===== config.mk =====
export PLATFORM = sky130hd
export DESIGN_NAME = adder_share_arbiter
export DESIGN_NICKNAME = d
export VERILOG_FILES = /design/src/rtl/adder_share_arbiter.sv
export SDC_FILE = /design/constraint.sdc
export NUM_CORES = 1
export LEC_CHECK = 0
export CORE_MARGIN = 5
export CORE_UTILIZATION = 36
export DETAILED_ROUTE_END_ITERATION = 6
export PLACE_DENSITY = 0.81
export SYNTH_ARGS = -nofsm -noshare
export SYNTH_HDL_FRONTEND = slang
export SYNTH_SLANG_ARGS = --single-unit

===== constraint.sdc =====
create_clock -name clk -period 2.8 [get_ports clk]
set_input_delay 0.56 -clock clk [delete_from_list [all_inputs] [get_ports clk]]
set_output_delay 0.56 -clock clk [all_outputs]
set_load 0.1 [all_outputs]

===== src/rtl/adder_share_arbiter.sv =====
// rtl/adder_share_arbiter.sv - round-robin arbiter sharing one look-ahead adder stage
// Issues one tagged operand transfer per cycle and routes each returning sum to its requester.
module adder_share_arbiter #(
  parameter int SIZE              = 8,
  parameter int NUM_REQ           = 4,
  parameter int PASS_THROUGH_SIZE = 16
) (
  input  logic                         clk,
  input  logic                         reset,
  input  logic [NUM_REQ-1:0]           req,
  input  logic [NUM_REQ*SIZE-1:0]      req_a,
  input  logic [NUM_REQ*SIZE-1:0]      req_b,
  input  logic [NUM_REQ-1:0]           req_cin,
  output logic [NUM_REQ-1:0]           grant,
  output logic [NUM_REQ-1:0]           rsp_valid,
  output logic [SIZE-1:0]              rsp_sum,
  output logic                         rsp_carry,
  output logic                         add_load,
  output logic [SIZE-1:0]              add_input_1,
  output logic [SIZE-1:0]              add_input_2,
  output logic                         add_carry_in,
  output logic [PASS_THROUGH_SIZE-1:0] add_passthrough_in,
  input  logic                         add_load_out,
  input  logic [SIZE-1:0]              add_sum,
  input  logic                         add_carry,
  input  logic [PASS_THROUGH_SIZE-1:0] add_passthrough_out,
  input  logic                         flush_req,
  output logic                         flush_done,
  output logic [2:0]                   outstanding,
  output logic                         err
);
  localparam int ID_W = $clog2(NUM_REQ);

  typedef enum logic [1:0] {ST_RUN, ST_DRAIN, ST_IDLE} state_t;

  state_t          state;
  logic [ID_W-1:0] rr_ptr;
  logic [ID_W-1:0] win_id;
  logic [ID_W-1:0] next_ptr;
  logic [ID_W-1:0] ret_id;
  logic            win_found;
  logic            transfer;
  logic            ret_marker;
  logic            ret_id_ok;
  logic            ret_valid;
  logic            ret_bad;
  logic            unused_pt_hi;
  int              scan_idx;

  // Scan requesters starting at the round-robin pointer, wrapping past NUM_REQ-1.
  always_comb begin
    win_found = 1'b0;
    win_id    = '0;
    scan_idx  = 0;
    for (int k = 0; k < NUM_REQ; k++) begin
      scan_idx = int'(rr_ptr) + k;
      if (scan_idx >= NUM_REQ) scan_idx = scan_idx - NUM_REQ;
      if (!win_found && req[ID_W'(scan_idx)]) begin
        win_found = 1'b1;
        win_id    = ID_W'(scan_idx);
      end
    end
  end

  // Grant is forced low while reset is asserted so every output reads zero in reset.
  assign transfer = reset && (state == ST_RUN) && win_found;
  assign grant    = transfer ? (NUM_REQ'(1) << win_id) : '0;
  assign next_ptr = (win_id == ID_W'(NUM_REQ - 1)) ? '0 : win_id + ID_W'(1);

  assign ret_marker   = add_passthrough_out[ID_W];
  assign ret_id       = add_passthrough_out[ID_W-1:0];
  assign unused_pt_hi = ^add_passthrough_out[PASS_THROUGH_SIZE-1:ID_W+1];

  generate
    if (NUM_REQ == (1 << ID_W)) begin : g_id_full
      assign ret_id_ok = 1'b1;
    end else begin : g_id_part
      assign ret_id_ok = (ret_id < ID_W'(NUM_REQ));
    end
  endgenerate

  assign ret_valid = add_load_out && ret_marker && ret_id_ok && (outstanding != 3'd0);
  assign ret_bad   = add_load_out && !ret_valid;

  always_ff @(posedge clk or negedge reset) begin
    if (!reset) begin
      rr_ptr             <= '0;
      add_load           <= 1'b0;
      add_input_1        <= '0;
      add_input_2        <= '0;
      add_carry_in       <= 1'b0;
      add_passthrough_in <= '0;
      rsp_valid          <= '0;
      rsp_sum            <= '0;
      rsp_carry          <= 1'b0;
      outstanding        <= '0;
      err                <= 1'b0;
    end else begin
      add_load <= transfer;
      if (transfer) begin
        add_input_1        <= req_a[int'(win_id)*SIZE +: SIZE];
        add_input_2        <= req_b[int'(win_id)*SIZE +: SIZE];
        add_carry_in       <= req_cin[win_id];
        add_passthrough_in <= PASS_THROUGH_SIZE'({1'b1, win_id});
        rr_ptr             <= next_ptr;
      end
      rsp_valid <= ret_valid ? (NUM_REQ'(1) << ret_id) : '0;
      if (ret_valid) begin
        rsp_sum   <= add_sum;
        rsp_carry <= add_carry;
      end
      if (transfer && !ret_valid) begin
        outstanding <= outstanding + 3'd1;
      end else if (!transfer && ret_valid) begin
        outstanding <= outstanding - 3'd1;
      end
      if (ret_bad) err <= 1'b1;
    end
  end

  // Drain completes only once nothing is in flight and no load is headed into the stage.
  always_ff @(posedge clk or negedge reset) begin
    if (!reset) begin
      state      <= ST_RUN;
      flush_done <= 1'b0;
    end else begin
      case (state)
        ST_RUN: begin
          if (flush_req) state <= ST_DRAIN;
        end
        ST_DRAIN: begin
          if ((outstanding == 3'd0) && !add_load) begin
            state      <= ST_IDLE;
            flush_done <= 1'b1;
          end
        end
        ST_IDLE: begin
          if (!flush_req) begin
            state      <= ST_RUN;
            flush_done <= 1'b0;
          end
        end
        default: begin
          state      <= ST_RUN;
          flush_done <= 1'b0;
        end
      endcase
    end
  end
endmodule


# After elaboration in Yosys (flattened, before gate mapping)
# Index checks and enable logic that the tools add are counted.
[totals]
out_inout_bits = 56
wordCells = 104
reg_bits = 43
n_memories = 0
ramBits = 0
latchBits = 0
romBits = 0
input_bits = 101
[classes]
mul = 0
shifts = 4
add_sub_neg = 10
eq_ne = 6
order_cmp = 9
div = 0
n_mux = 38
n_reduce_logical = 23
bitwise_logic = 1
[ops]
columns = ["cell", "n"]
rows = [
  ["32-bit by 6-bit indexed part select with 8-bit output", 2],
  ["2-bit two-way mux", 12],
  ["2-bit by 4-bit < comparator with 1-bit output, second input constant", 4],
  ["1-bit two-way mux", 15],
  ["1-bit logical AND", 11],
  ["1-bit binary-select mux with 2-bit select", 5],
  ["3-bit >= comparator, second input constant", 3],
  ["4-bit two-way mux", 2],
  ["1-bit by 2-bit left shift with 4-bit output, first input constant", 2],
  ["2-bit by 1-bit subtractor with 2-bit output, second input constant", 4],
  ["2-bit by 2-bit adder with 3-bit output, second input constant", 2],
  ["1-bit logical NOT", 6],
  ["3-bit two-way mux", 2],
  ["2-bit != test, second input constant", 3],
  ["2-bit one-hot mux with 3 select lines", 1],
  ["3-bit AND reduction", 2],
  ["2-bit equality test, second input constant", 2],
  ["2-bit by 1-bit adder with 3-bit output, second input constant", 1],
  ["3-bit by 1-bit adder with 3-bit output, second input constant", 1],
  ["2-bit by 3-bit >= comparator with 1-bit output, second input constant", 1],
  ["3-bit logical NOT", 1],
  ["2-bit by 3-bit < comparator with 1-bit output, second input constant", 1],
  ["1-bit one-hot mux with 3 select lines", 1],
  ["3-bit nonzero test", 1],
  ["other kinds (6)", 6],
]

# Depth between registers and ports, before layout
# Gate-level depths: netlist (run 1).
[depth]
depth_word = 20
mapped_depth = 10
depth_no_buf = 9

# Least setup slack after synthesis (run 1)
# Ideal clock, no wire load.
[synth_path]
path_type = "in2out"
from = "in req[0]"
to = "out grant[0]"
required_ns = 2.240
path_stages = 7
n_path_buf = 1
t_arrival_ns = 2.277
slack_ns = -0.037
cell_sequence = "nor3b_1 -> a21oi_1 -> a21boi_2 -> inv_2 -> buf_2 -> ha_1 -> and2_1"
[synth_between]
elab_chain_cells = 15
elab_cells_between_ends = 29
classes_between = "shift (1); mux (21); reduce/logical (7)"
[synth_lines]
columns = ["element", "line", "source"]
rows = [
  ["start, declared", "10", "input logic [NUM_REQ-1:0] req,"],
  ["1-bit binary-select mux with 2-bit select", "58", "if (!win_found && req[ID_W'(scan_idx)]) begin"],
  ["1-bit two-way mux (implied by the code) (2 in series)", "58", ""],
  ["1-bit two-way mux", "58", ""],
  ["1-bit logical NOT", "58", ""],
  ["1-bit logical AND", "58", ""],
  ["1-bit two-way mux", "58", ""],
  ["1-bit logical NOT", "58", ""],
  ["1-bit logical AND", "58", ""],
  ["1-bit two-way mux", "58", ""],
  ["1-bit logical NOT", "58", ""],
  ["1-bit logical AND", "58", ""],
  ["2-bit two-way mux *", "58", ""],
  ["named net win_id[0]", "38", "logic [ID_W-1:0] win_id;"],
  ["1-bit by 2-bit left shift with 4-bit output *", "67", "assign grant = transfer ? (NUM_REQ'(1) << win_id) : '0;"],
  ["4-bit two-way mux *", "67", ""],
  ["end, declared", "14", "output logic [NUM_REQ-1:0] grant,"],
]
# Mark *: on every way through the listed nets, which the timed path passes. The rest lies on a longest branch. The select of a mux whose other input is x is not followed.

# Final worst setup path (run 1)
[layout_path]
from = "in req[3]"
to = "out grant[2]"
[layout_between]
elab_chain_cells = 15
elab_cells_between_ends = 29
classes_between = "shift (1); mux (21); reduce/logical (7)"
[layout_lines]
columns = ["element", "line"]
rows = [
  ["1-bit binary-select mux with 2-bit select", "58"],
  ["1-bit two-way mux (implied by the code) (2 in series)", "58"],
  ["1-bit two-way mux", "58"],
  ["1-bit logical NOT", "58"],
  ["1-bit logical AND", "58"],
  ["1-bit two-way mux", "58"],
  ["1-bit logical NOT", "58"],
  ["1-bit logical AND", "58"],
  ["1-bit two-way mux", "58"],
  ["1-bit logical NOT", "58"],
  ["1-bit logical AND", "58"],
  ["2-bit two-way mux or 1-bit two-way mux (tied branches)", "58"],
  ["1-bit by 2-bit left shift with 4-bit output or 1-bit logical AND (tied branches)", "67, 66"],
  ["4-bit two-way mux *", "67"],
]
# Mark *: on every way between the ends. The rest lies on a longest branch, timed or not. The select of a mux whose other input is x is not followed.

==> summary.txt, run 1 <==
GRT
  – Total gr overflow: 0
  – Largest net degree at the start of global routing: 44
  – Vias in the first global route: 2223
  – First-pass GRT wire length: 11030 µm
  – Global-route usage over all layers: 0.1629
  – Initial antenna violation count: 0

Pwr
  – Total leakage power: 0.001841 µW
  – Worst VDD drop: 0.7328 mV
  – PD cells: 1199 nW/µm²

Timing
  – Final slew viol count: 0
  – RSZ-0062 raised after global routing: no
  – Setup violators final: 0
  – Final period util: 0.9760
  – Rel. slew slack: 0.6170
  – Worst Skew: 0.006478 ns
  – Final worst hold slack: 0.3997 ns
  – Hold Vio Cnt, Final: 0
  – FMAX: 0.3659 GHz
  – Setup TNS Final: 0 ns
  – Worst Tran Pin Value: 0.5746 ns
  – Post-layout min period: 2.733 ns

Layout
  – N_diodes: 0
  – Core Util, Final: 0.6052
  – Flip-flop and latch area: 1076 µm²
  – Final Instance Area: 3865 µm²
  – Final Instance Count excl. Fillers: 432
  – Proportion of layout cells with a drive suffix above 1: 0.2704
  – Net count reported at finish: 461
  – Area delta synth->final: 63.18%
  – Multi-input logic area: 1151 µm²
  – Fillers: 553

Synth
  – Syn avg cell area: 11.28 µm²
  – Syn. warnings: 0
  – Seq cells post-synth: 43
  – Post-synth cell types: 38
  – Number of flops mapped to enable cells by yosys: 0
  – Seq/Total Area, Yosys: 0.4543
  – Netlist Area Pre-Place: 2369 µm²
  – Synth Instances: 210
  – Prevailing post-synth register cell: dfrtp_1
  – Async SR Flop Fraction: 1.000

Drt
  – Drt pass-1 iters: 6
  – Remaining DRCs: 0
  – Vias per cell: 4.782
  – DR WL/cell: 15.61 µm
  – 1st-iter DRT viols: 53
  – Routed vias: 2066
  – Antenna-violating nets left: 0
  – Final wirelength: 6743 µm

Die
  – Die area: 8301 µm²
  – Starting Density: 0.3709
  – Die Y: 91.11 µm
  – Die W: 91.11 µm
  – Num ports: 157
  – Core area: 6386 µm²
  – Row Count: 29

Worst setup path
  – CP max FO: 4
  – Critical Path AT: 2.17 ns
  – Crit end category: output port
  – Crit-path slowest cell: or4_4
  – Largest stage delay, worst path: 0.52 ns
  – Reg2Reg Setup Slack: 0.68 ns
  – Reg2reg end: outstanding[2]$_DFFE_PN0P_
  – Worst path required time: 2.24 ns
  – Crit Path Category: input port to output port
  – Critical Path Start Type: input port
  – FF-to-FF Start: outstanding[1]$_DFFE_PN0P_
  – R2R cell count: 8
  – Crit-path cells: clkdlybuf4s50_1, or4_4, nand3_2, inv_2, buf_4, and2_2, buf_12

Hold path
  – Tightest Hold Check Type: input port to asynchronous set/reset pin

Clocking
  – Clock slew at reported path FFs: 0.08 ns
  – Hold buffers post-CTS: 0
  – CTS tree: done
  – Later-pin clock latency in the skew report: 0.29 ns
  – Root Driver: clkbuf_8
  – Clk buf depth: 2
  – Maximum level of the CTS H-tree: 2
  – Clk sinks: 43
  – Total CTS buffers: 5

Place
  – Area post-placement: 3709 µm²
  – Hpwl dp: 5397 µm
  – PortBufs: 130
  – GP Congestion: 0.7378
  – Dpl cells: 422

Outcome
  – Status: completed

Job
  – Max Cap Viol: 0
[synthesized netlist by cell type (all sizes together), types with 3 or more instances]
library cell  count  area [µm²]
dfrtp            43        1076
nor2              5       18.77
o21ai            14       70.07
nor3b             4       30.03
ha                5       62.56
a2bb2oi          13       113.9
mux2             15       168.9
mux2i            31       310.3
clkbuf            3       11.26
o22ai             4       25.02
inv               8       30.03
a21boi            3       26.27
nand2            11       41.29
a31oi             4       25.02
buf              20       163.9
and2              4       25.02
[worst max path at each step]
| stage | from | end | slack (ns) |
|---|---|---|---|
| after floorplan | outstanding[0]$_DFFE_PN0P_ | outstanding[2]$_DFFE_PN0P_ | 0.02 |
| after global placement | req[1] | outstanding[1]$_DFFE_PN0P_ | -0.03 |
| after detailed placement | req[2] | outstanding[1]$_DFFE_PN0P_ | -0.06 |
| after CTS | req[1] | grant[3] | 0.0005 |
| after global routing | req[3] | grant[2] | 0.002 |
| final | req[3] | grant[2] | 0.07 |
[report_power, final]
group	switching (µW)	leakage, µW	internal, µW
Sequential	159	0.000517	861
Clock	217	0.0000612	289
Combinational	2250	0.00126	860
Total	2620	0.00184	2010
[sequential cells by signal, summed over array words and instances, names as in the netlist, 2 cells and up]
name	count
add_input_2	8
add_passthrough_in	3
add_input_1	8
rr_ptr	2
state	2
outstanding	3
rsp_valid	4
rsp_sum	8
[cell usage in the layout, fill, tap and decap left out, drive strengths merged, types with 3 or more instances in the layout]
master         instances
a21boi                 3
a2bb2oi               13
a31oi                  4
and2                   4
buf                   62
clkbuf                 6
clkdlybuf4s50         83
conb                  13
dfrtp                 43
dlymetal6s2s           3
ha                     5
inv                    8
mux2                  15
mux2i                 31
nand2                 11
nor2                   5
nor3b                  4
o21ai                 14
o22ai                  4
[logic make-up (layout without fill, tap and decap cells)]
family / Yosys count / after routing / synth area share
muxes: 46 / 46 / 0.2023
DFF: 43 / 43 / 0.4543
other: 1 / 13 / 0.001583
AOI/OAI and AO/OA: 44 / 44 / 0.1284
and+or+nand+nor: 36 / 36 / 0.08082
buffers and inverters: 31 / 164 / 0.08663
adders and majority gates: 6 / 6 / 0.03487
xor gates and xnor gates: 3 / 3 / 0.01110
[through the flow]
stage | total power, µW | setup WS (ns)
floorplan | 3390 | 0.02228
global placement | 4086 | -0.02798
detailed placement | 4137 | -0.05768
CTS | 4656 | 0.0004874
global route | 4862 | 0.001942
finish | 4633 | 0.06716
[timing repair]
action / 4_1_cts / 5_1_grt
gates cloned: 0 / 0
setup endpoints to repair: 4 / 4
pin swaps: 0 / 1
setup buffers: 0 / 2
resized for setup: 3 / 5
[critical path: cells and delay by family]
family | cells | cell delay (ns)
buf+inv | 4 | 0.77
simple gates | 3 | 0.82
[area by class of cell]
class / count / area share
well taps: 77 / 0.02493
clock inverters: 2 / 0.009064
repair buffers: 148 / 0.3606
inverters: 8 / 0.007769
clock buffers: 6 / 0.02137
flip-flops and latches: 43 / 0.2784
multi-input cells: 148 / 0.2978
[per-layer routing]
layer / global-route usage / vias up / routed length (µm)
met5: 0 / - / 0
met4: 0.04034 / 0 / 41
met3: 0.05124 / 2 / 454
met2: 0.3029 / 62 / 3797
met1: 0.1782 / 993 / 2450
li1: - / 1009 / -
No activity file was read; power rests on OpenSTA's default activity.
==> inputs of run 2 (changes only) <==
CORE_ASPECT_RATIO = 1.25   (was not set)
CORE_MARGIN = not set   (was 5)
==> run 2 against run 1 <==
Net effect:
- via count rose by 0.15%
- maximum frequency is 0.25% lower
- sequential power about the same
- clock-buffer cell count decreased by 1
- final cell count increased by 0.93%
- sequential share of layout area is 0.34 points higher
- combinational power is 1% lower
- critical path type unchanged
- highest routed layer unchanged
==> summary.txt, run 2 (synthesis results as in run 1) <==
Clocking
  – Clk buf depth: 2 (unchanged)
  – Maximum level of the CTS H-tree: 2 (unchanged)
  – Hold buffers post-CTS: 0 (unchanged)
  – Total CTS buffers: 5 (unchanged)
  – CTS tree: done
  – Root Driver: clkbuf_8
  – Later-pin clock latency in the skew report: 0.29 ns (about the same)
  – Clock slew at reported path FFs: 0.08 ns (about the same)
  – Clk sinks: 43 (unchanged)

Drt
  – Drt pass-1 iters: 4 (-2)
  – Antenna-violating nets left: 0 (unchanged)
  – Routed vias: 2069 (+0.15%)
  – Remaining DRCs: 0 (unchanged)
  – DR WL/cell: 13.84 µm (-11%)
  – 1st-iter DRT viols: 47 (-11%)
  – Final wirelength: 6034 µm (-11%)
  – Vias per cell: 4.745 (-0.77%)

Place
  – GP Congestion: 0.7262 (-1.6%)
  – Hpwl dp: 4839 µm (-10%)
  – Pre-CTS setup slack: -0.05289 ns (+0.004790 ns)
  – PortBufs: 130 (unchanged)
  – Area post-placement: 3724 µm² (+0.40%)

Worst setup path
  – CP max FO: 9 (+5)
  – Worst path required time: 2.24 ns (about the same)
  – Crit end category: output port
  – Crit path from: req[3]
  – Critical Path Start Type: input port
  – Critical Path AT: 2.18 ns (about the same)
  – FF-to-FF Start: outstanding[1]$_DFFE_PN0P_
  – Crit Path Category: input port to output port
  – Reg2Reg Setup Slack: 0.71 ns (+0.03 ns)

Layout
  – N_diodes: 0 (unchanged)
  – Biggest regs: add_input_1 (8), add_input_2 (8), rsp_sum (8)
  – Commonest non-fill, non-tap cell in the layout: clkdlybuf4s50_1
  – Final Instance Area: 3819 µm² (-1.2%)
  – Proportion of layout cells with a drive suffix above 1: 0.2593 (-0.01116)
  – Most frequent cells in the layout: clkdlybuf4s50_1, buf_4, dfrtp_1
  – Net count reported at finish: 458 (-0.65%)
  – Area delta synth->final: 61.23%

Timing
  – Final period util: 0.9785 (+0.002469)
  – Rel. slew slack: 0.6284 (+0.01149)
  – Final WS setup: 0.06025 ns (-0.006912 ns)
  – Setup violators final: 0 (unchanged)
  – FMAX: 0.3650 GHz (-0.25%)
  – RSZ-0062 raised after global routing: no
  – Post-layout min period: 2.740 ns (+0.006912 ns)
  – Hold Vio Cnt, Final: 0 (unchanged)
  – Final slew viol count: 0 (unchanged)
  – Worst Tran Pin Value: 0.5573 ns (-0.01724 ns)
  – Final worst hold slack: 0.3834 ns (-0.01626 ns)
  – Worst Skew: 0.01131 ns (+0.004829 ns)

GRT
  – Initial antenna violation count: 0 (unchanged)
  – Vias in the first global route: 2062 (-7.2%)
  – Global-route usage over all layers: 0.1825 (+0.01959)
  – Total gr overflow: 0 (unchanged)
  – First-pass GRT wire length: 9535 µm (-14%)
  – Largest net degree at the start of global routing: 44 (unchanged)

Outcome
  – Status: completed

Die
  – Starting Density: 0.3792 (+0.008321)
  – Core area: 6246 µm² (-2.2%)
  – Num ports: 157 (unchanged)
  – Die W: 74.55 µm (-18%)
  – Die Y: 92.69 µm (+1.7%)
  – Die area: 6910 µm² (-17%)
  – Row Count: 32 (+10%)

Pwr
  – PD cells: 1171 nW/µm² (-2.3%)
  – Final total power: 4473 µW (-3.5%)
  – Total leakage power: 0.001796 µW (-2.4%)
  – Worst VDD drop: 0.7668 mV (+4.6%)

Hold path
  – Tightest Hold Check Type: input port to asynchronous set/reset pin

Job
  – Max Cap Viol: 0 (unchanged)
==> run 2: stage by stage <==
| stage | util | TNS, ns | instances |
|---|---|---|---|
| after floorplan | - | 0 | 222 |
| after global placement | 0.5962 | -0.1058 | 429 |
| after detailed placement | 0.5962 | -0.1714 | 429 |
| after CTS | 0.6106 | 0 | 436 |
| after global routing | 0.6114 | 0 | 436 |
| final | 0.6114 | 0 | 436 |
==> run 2: cell type report <==
type	instances	area, µm²
inverter	8	30.03
sequential	43	1076
fill	562	2427
timing repair buffer	145	1376
tap	85	106.4
clock inverter	2	13.76
clock buffer	5	68.82
multi-input combinational	148	1147
==> run 2: metal layers <==
| layer | GRT usage | share of wire | vias to the layer above |
|---|---|---|---|
| met2 | 0.3401 | 0.56 | 77 |
| li1 | - | - | 1005 |
| met5 | 0 | 0 | - |
| met1 | 0.1922 | 0.36 | 976 |
| met3 | 0.03591 | 0.052 | 11 |
| met4 | 0.07547 | 0.023 | 0 |
==> run 2: worst max-delay path: stages <==
cell and delay [ns]:
clkdlybuf4s50_1 0.43, or4_4 0.53, nand3_2 0.10, inv_2 0.06
buf_12 0.13, and2_2 0.20, buf_12 0.16
==> run 2: worst paths after layout <==
path / endpoint / cells after the start
setup / recovery: grant[0] / 7
hold / removal: add_passthrough_in[0]$_DFFE_PN0P_ / 2
setup reg to reg: outstanding[2]$_DFFE_PN0P_ / 8
hold reg to reg: err$_DFFE_PN0P_ / 1
max in group asynchronous: add_input_1[7]$_DFFE_PN0P_ / 2
min in group clk: err$_DFFE_PN0P_ / 1
==> run 2: power breakdown <==
| group | total [µW] | leakage, µW | internal, µW | switching, µW |
|---|---|---|---|---|
| combinational | 3070 | 0.00123 | 853 | 2220 |
| clock | 381 | 0.0000440 | 171 | 210 |
| sequential | 1020 | 0.000517 | 861 | 157 |
| total | 4470 | 0.00180 | 1880 | 2590 |
==> run 2: what timing repair did <==
| item | CTS | global route |
|---|---|---|
| gates resized for setup | 4 | 3 |
| hold endpoints to repair | 0 | 0 |
| pin swaps | 0 | 1 |
| setup buffers | 0 | 0 |
| endpoints found under the setup margin | 4 | 4 |
==> inputs of run 3 (changes only) <==
GPL_TIMING_DRIVEN = 0   (was not set)
==> run 3 against run 2 <==
Net effect:
- combinational power increased by 5%
- core utilization increased by 3.4 points
- routed wire length rose by 8.7%
- setup slack got worse by 0.026 ns
- first-iteration DRC count fell by 8.5%
- clock skew decreased by 0.0035 ns
- register-to-register slack got worse by 0.42 ns
- total power grew 5.5%
- highest routed layer unchanged
- clock-buffer cell count did not move
- critical path depth increased by 2
- worst hold slack lost 0.18 ns
- global-route usage up 1.6 points
==> summary.txt, run 3 (synthesis results as in run 1) <==
Worst setup path
  – CP max FO: 11 (+2)
  – CP delay by family, top: buffers and inverters
  – Crit path depth: 9 (+2)
  – CP bufs+invs: 4 (unchanged)
  – Crit Path Category: input port to output port
  – Worst path required time: 2.24 ns (about the same)
  – Crit-path cells: dlygate4sd2_1, nor3b_2, a21oi_2, a21boi_4, inv_4, buf_6, ha_1, and2_2, buf_8
  – Critical Path Start Type: input port
  – Crit-path slowest cell: dlygate4sd2_1
  – Largest stage delay, worst path: 0.28 ns (-0.25 ns)
  – Crit end category: output port
  – Critical Path AT: 2.21 ns (+0.03 ns)
  – R2R cell count: 9 (+1)

Drt
  – Drt pass-1 iters: 4 (unchanged)
  – Final wirelength: 6559 µm (+8.7%)
  – Routed vias: 2149 (+3.9%)
  – 1st-iter DRT viols: 43 (-8.5%)
  – DR WL/cell: 14.54 µm (+5.1%)
  – Vias per cell: 4.765 (+0.41%)
  – Antenna-violating nets left: 0 (unchanged)
  – Remaining DRCs: 0 (unchanged)

Pwr
  – Total leakage power: 0.001824 µW (+1.6%)
  – Worst VDD drop: 0.5589 mV (-27%)
  – PD cells: 1170 nW/µm² (-0.11%)

Timing
  – Final period util: 0.9876 (+0.009141)
  – Final WS setup: 0.03465 ns (-0.02559 ns)
  – Post-layout min period: 2.765 ns (+0.02559 ns)
  – Rel. slew slack: 0.3309 (-0.2976)
  – FMAX: 0.3616 GHz (-0.93%)
  – Final slew viol count: 0 (unchanged)
  – Hold Vio Cnt, Final: 0 (unchanged)
  – Setup violators final: 0 (unchanged)
  – Worst Skew: 0.007854 ns (-0.003453 ns)
  – Worst Tran Pin Value: 1.001 ns (+0.4432 ns)
  – RSZ-0062 raised after global routing: no

Place
  – GP Congestion: 0.7146 (-1.6%)
  – Pre-CTS setup slack: -1.369 ns (-1.316 ns)
  – Hpwl dp: 5130 µm (+6.0%)
  – PortBufs: 130 (unchanged)
  – Area post-placement: 3839 µm² (+3.1%)

GRT
  – Global-route usage over all layers: 0.1984 (+0.01597)
  – Initial antenna violation count: 0 (unchanged)
  – Largest net degree at the start of global routing: 27 (-39%)
  – First-pass GRT wire length: 10450 µm (+9.6%)
  – Total gr overflow: 0 (unchanged)
  – Vias in the first global route: 2235 (+8.4%)

Die
  – Die W: 74.55 µm (unchanged)
  – Num ports: 157 (unchanged)
  – Core area: 6246 µm² (unchanged)
  – Starting Density: 0.3792 (unchanged)
  – Die area: 6910 µm² (unchanged)
  – Die Y: 92.69 µm (unchanged)
  – Row Count: 32 (unchanged)

Clocking
  – Later-pin clock latency in the skew report: 0.29 ns (about the same)
  – Clk buf depth: 2 (unchanged)
  – Hold buffers post-CTS: 0 (unchanged)
  – Root Driver: clkbuf_8
  – CTS tree: done
  – Maximum level of the CTS H-tree: 2 (unchanged)
  – Clk sinks: 43 (unchanged)
  – Clock slew at reported path FFs: 0.09 ns (about the same)
  – Total CTS buffers: 5 (unchanged)

Job
  – Max Cap Viol: 0 (unchanged)

Layout
  – Net count reported at finish: 472 (+3.1%)
  – Commonest non-fill, non-tap cell in the layout: clkdlybuf4s50_1
  – Final Instance Area: 4031 µm² (+5.6%)
  – N_diodes: 0 (unchanged)
  – Most frequent cells in the layout: clkdlybuf4s50_1, dfrtp_1, mux2i_1
  – Proportion of layout cells with a drive suffix above 1: 0.1803 (-0.07893)
  – Biggest regs: add_input_1 (8), add_input_2 (8), rsp_sum (8)
  – Area delta synth->final: 70.21%

Outcome
  – Status: completed

Hold path
  – Tightest Hold Check Type: input port to asynchronous set/reset pin
[run 3: worst paths after layout]
path,start,slack (ns),endpoint
setup / recovery,req[0],0.03,grant[0]
hold / removal,reset,0.20,rsp_sum[2]$_DFFE_PN0P_
setup reg to reg,outstanding[0]$_DFFE_PN0P_,0.29,outstanding[2]$_DFFE_PN0P_
hold reg to reg,add_passthrough_in[2]$_DFFE_PN0P_,0.47,add_passthrough_in[2]$_DFFE_PN0P_
max in group asynchronous,reset,2.08,add_input_2[1]$_DFFE_PN0P_
min in group clk,add_passthrough_in[2]$_DFFE_PN0P_,0.47,add_passthrough_in[2]$_DFFE_PN0P_
[run 3: area by class of cell]
class,instances,area (µm²)
Clock buffer,5,68.82
Tap cell,85,106.4
Clock inverter,3,43.79
Timing Repair Buffer,137,1365
Fill cell,541,2215
Inverter,8,36.28
Multi-Input combinational cell,148,1157
Sequential cell,43,1076
Buffer,22,177.7
[run 3: timing repair]
| item | CTS | global route |
|---|---|---|
| resized for setup | 41 | 1 |
| buffers inserted | 6 | 0 |
| endpoints found under the setup margin | 6 | 2 |
| pin swaps | 1 | 0 |
[run 3: stage by stage]
step / instances / power (µW) / hold slack, ns / setup TNS, ns / util
after CTS: 451 / 4748 / 0.2147 / 0 / 0.6446
final: 451 / 4717 / 0.2048 / 0 / 0.6454
after detailed placement: 438 / 4188 / 0.4554 / -5.776 / 0.6146
after global placement: 437 / 4128 / 0.4390 / -37.35 / 0.6122
after floorplan: 222 / 3390 / 0.2644 / 0 / -
after global routing: 451 / 4920 / 0.2232 / 0 / 0.6454
[run 3: metal layers]
metal  wire (µm)  vias to the layer above  part of all wire  GRT usage
met2        3608                       83              0.55     0.3626
met5           0                        -                 0          0
met1        2486                     1025              0.38     0.2270
met3         378                        8             0.058    0.03156
met4          85                        0             0.013    0.06761
li1            -                     1033                 -          -
[run 3: power by group]
group / total [µW] / switching (µW) / leakage (µW) / internal, µW
Clock: 490 / 224 / 0.0000581 / 266
Sequential: 1020 / 159 / 0.000517 / 861
Combinational: 3210 / 2270 / 0.00125 / 941
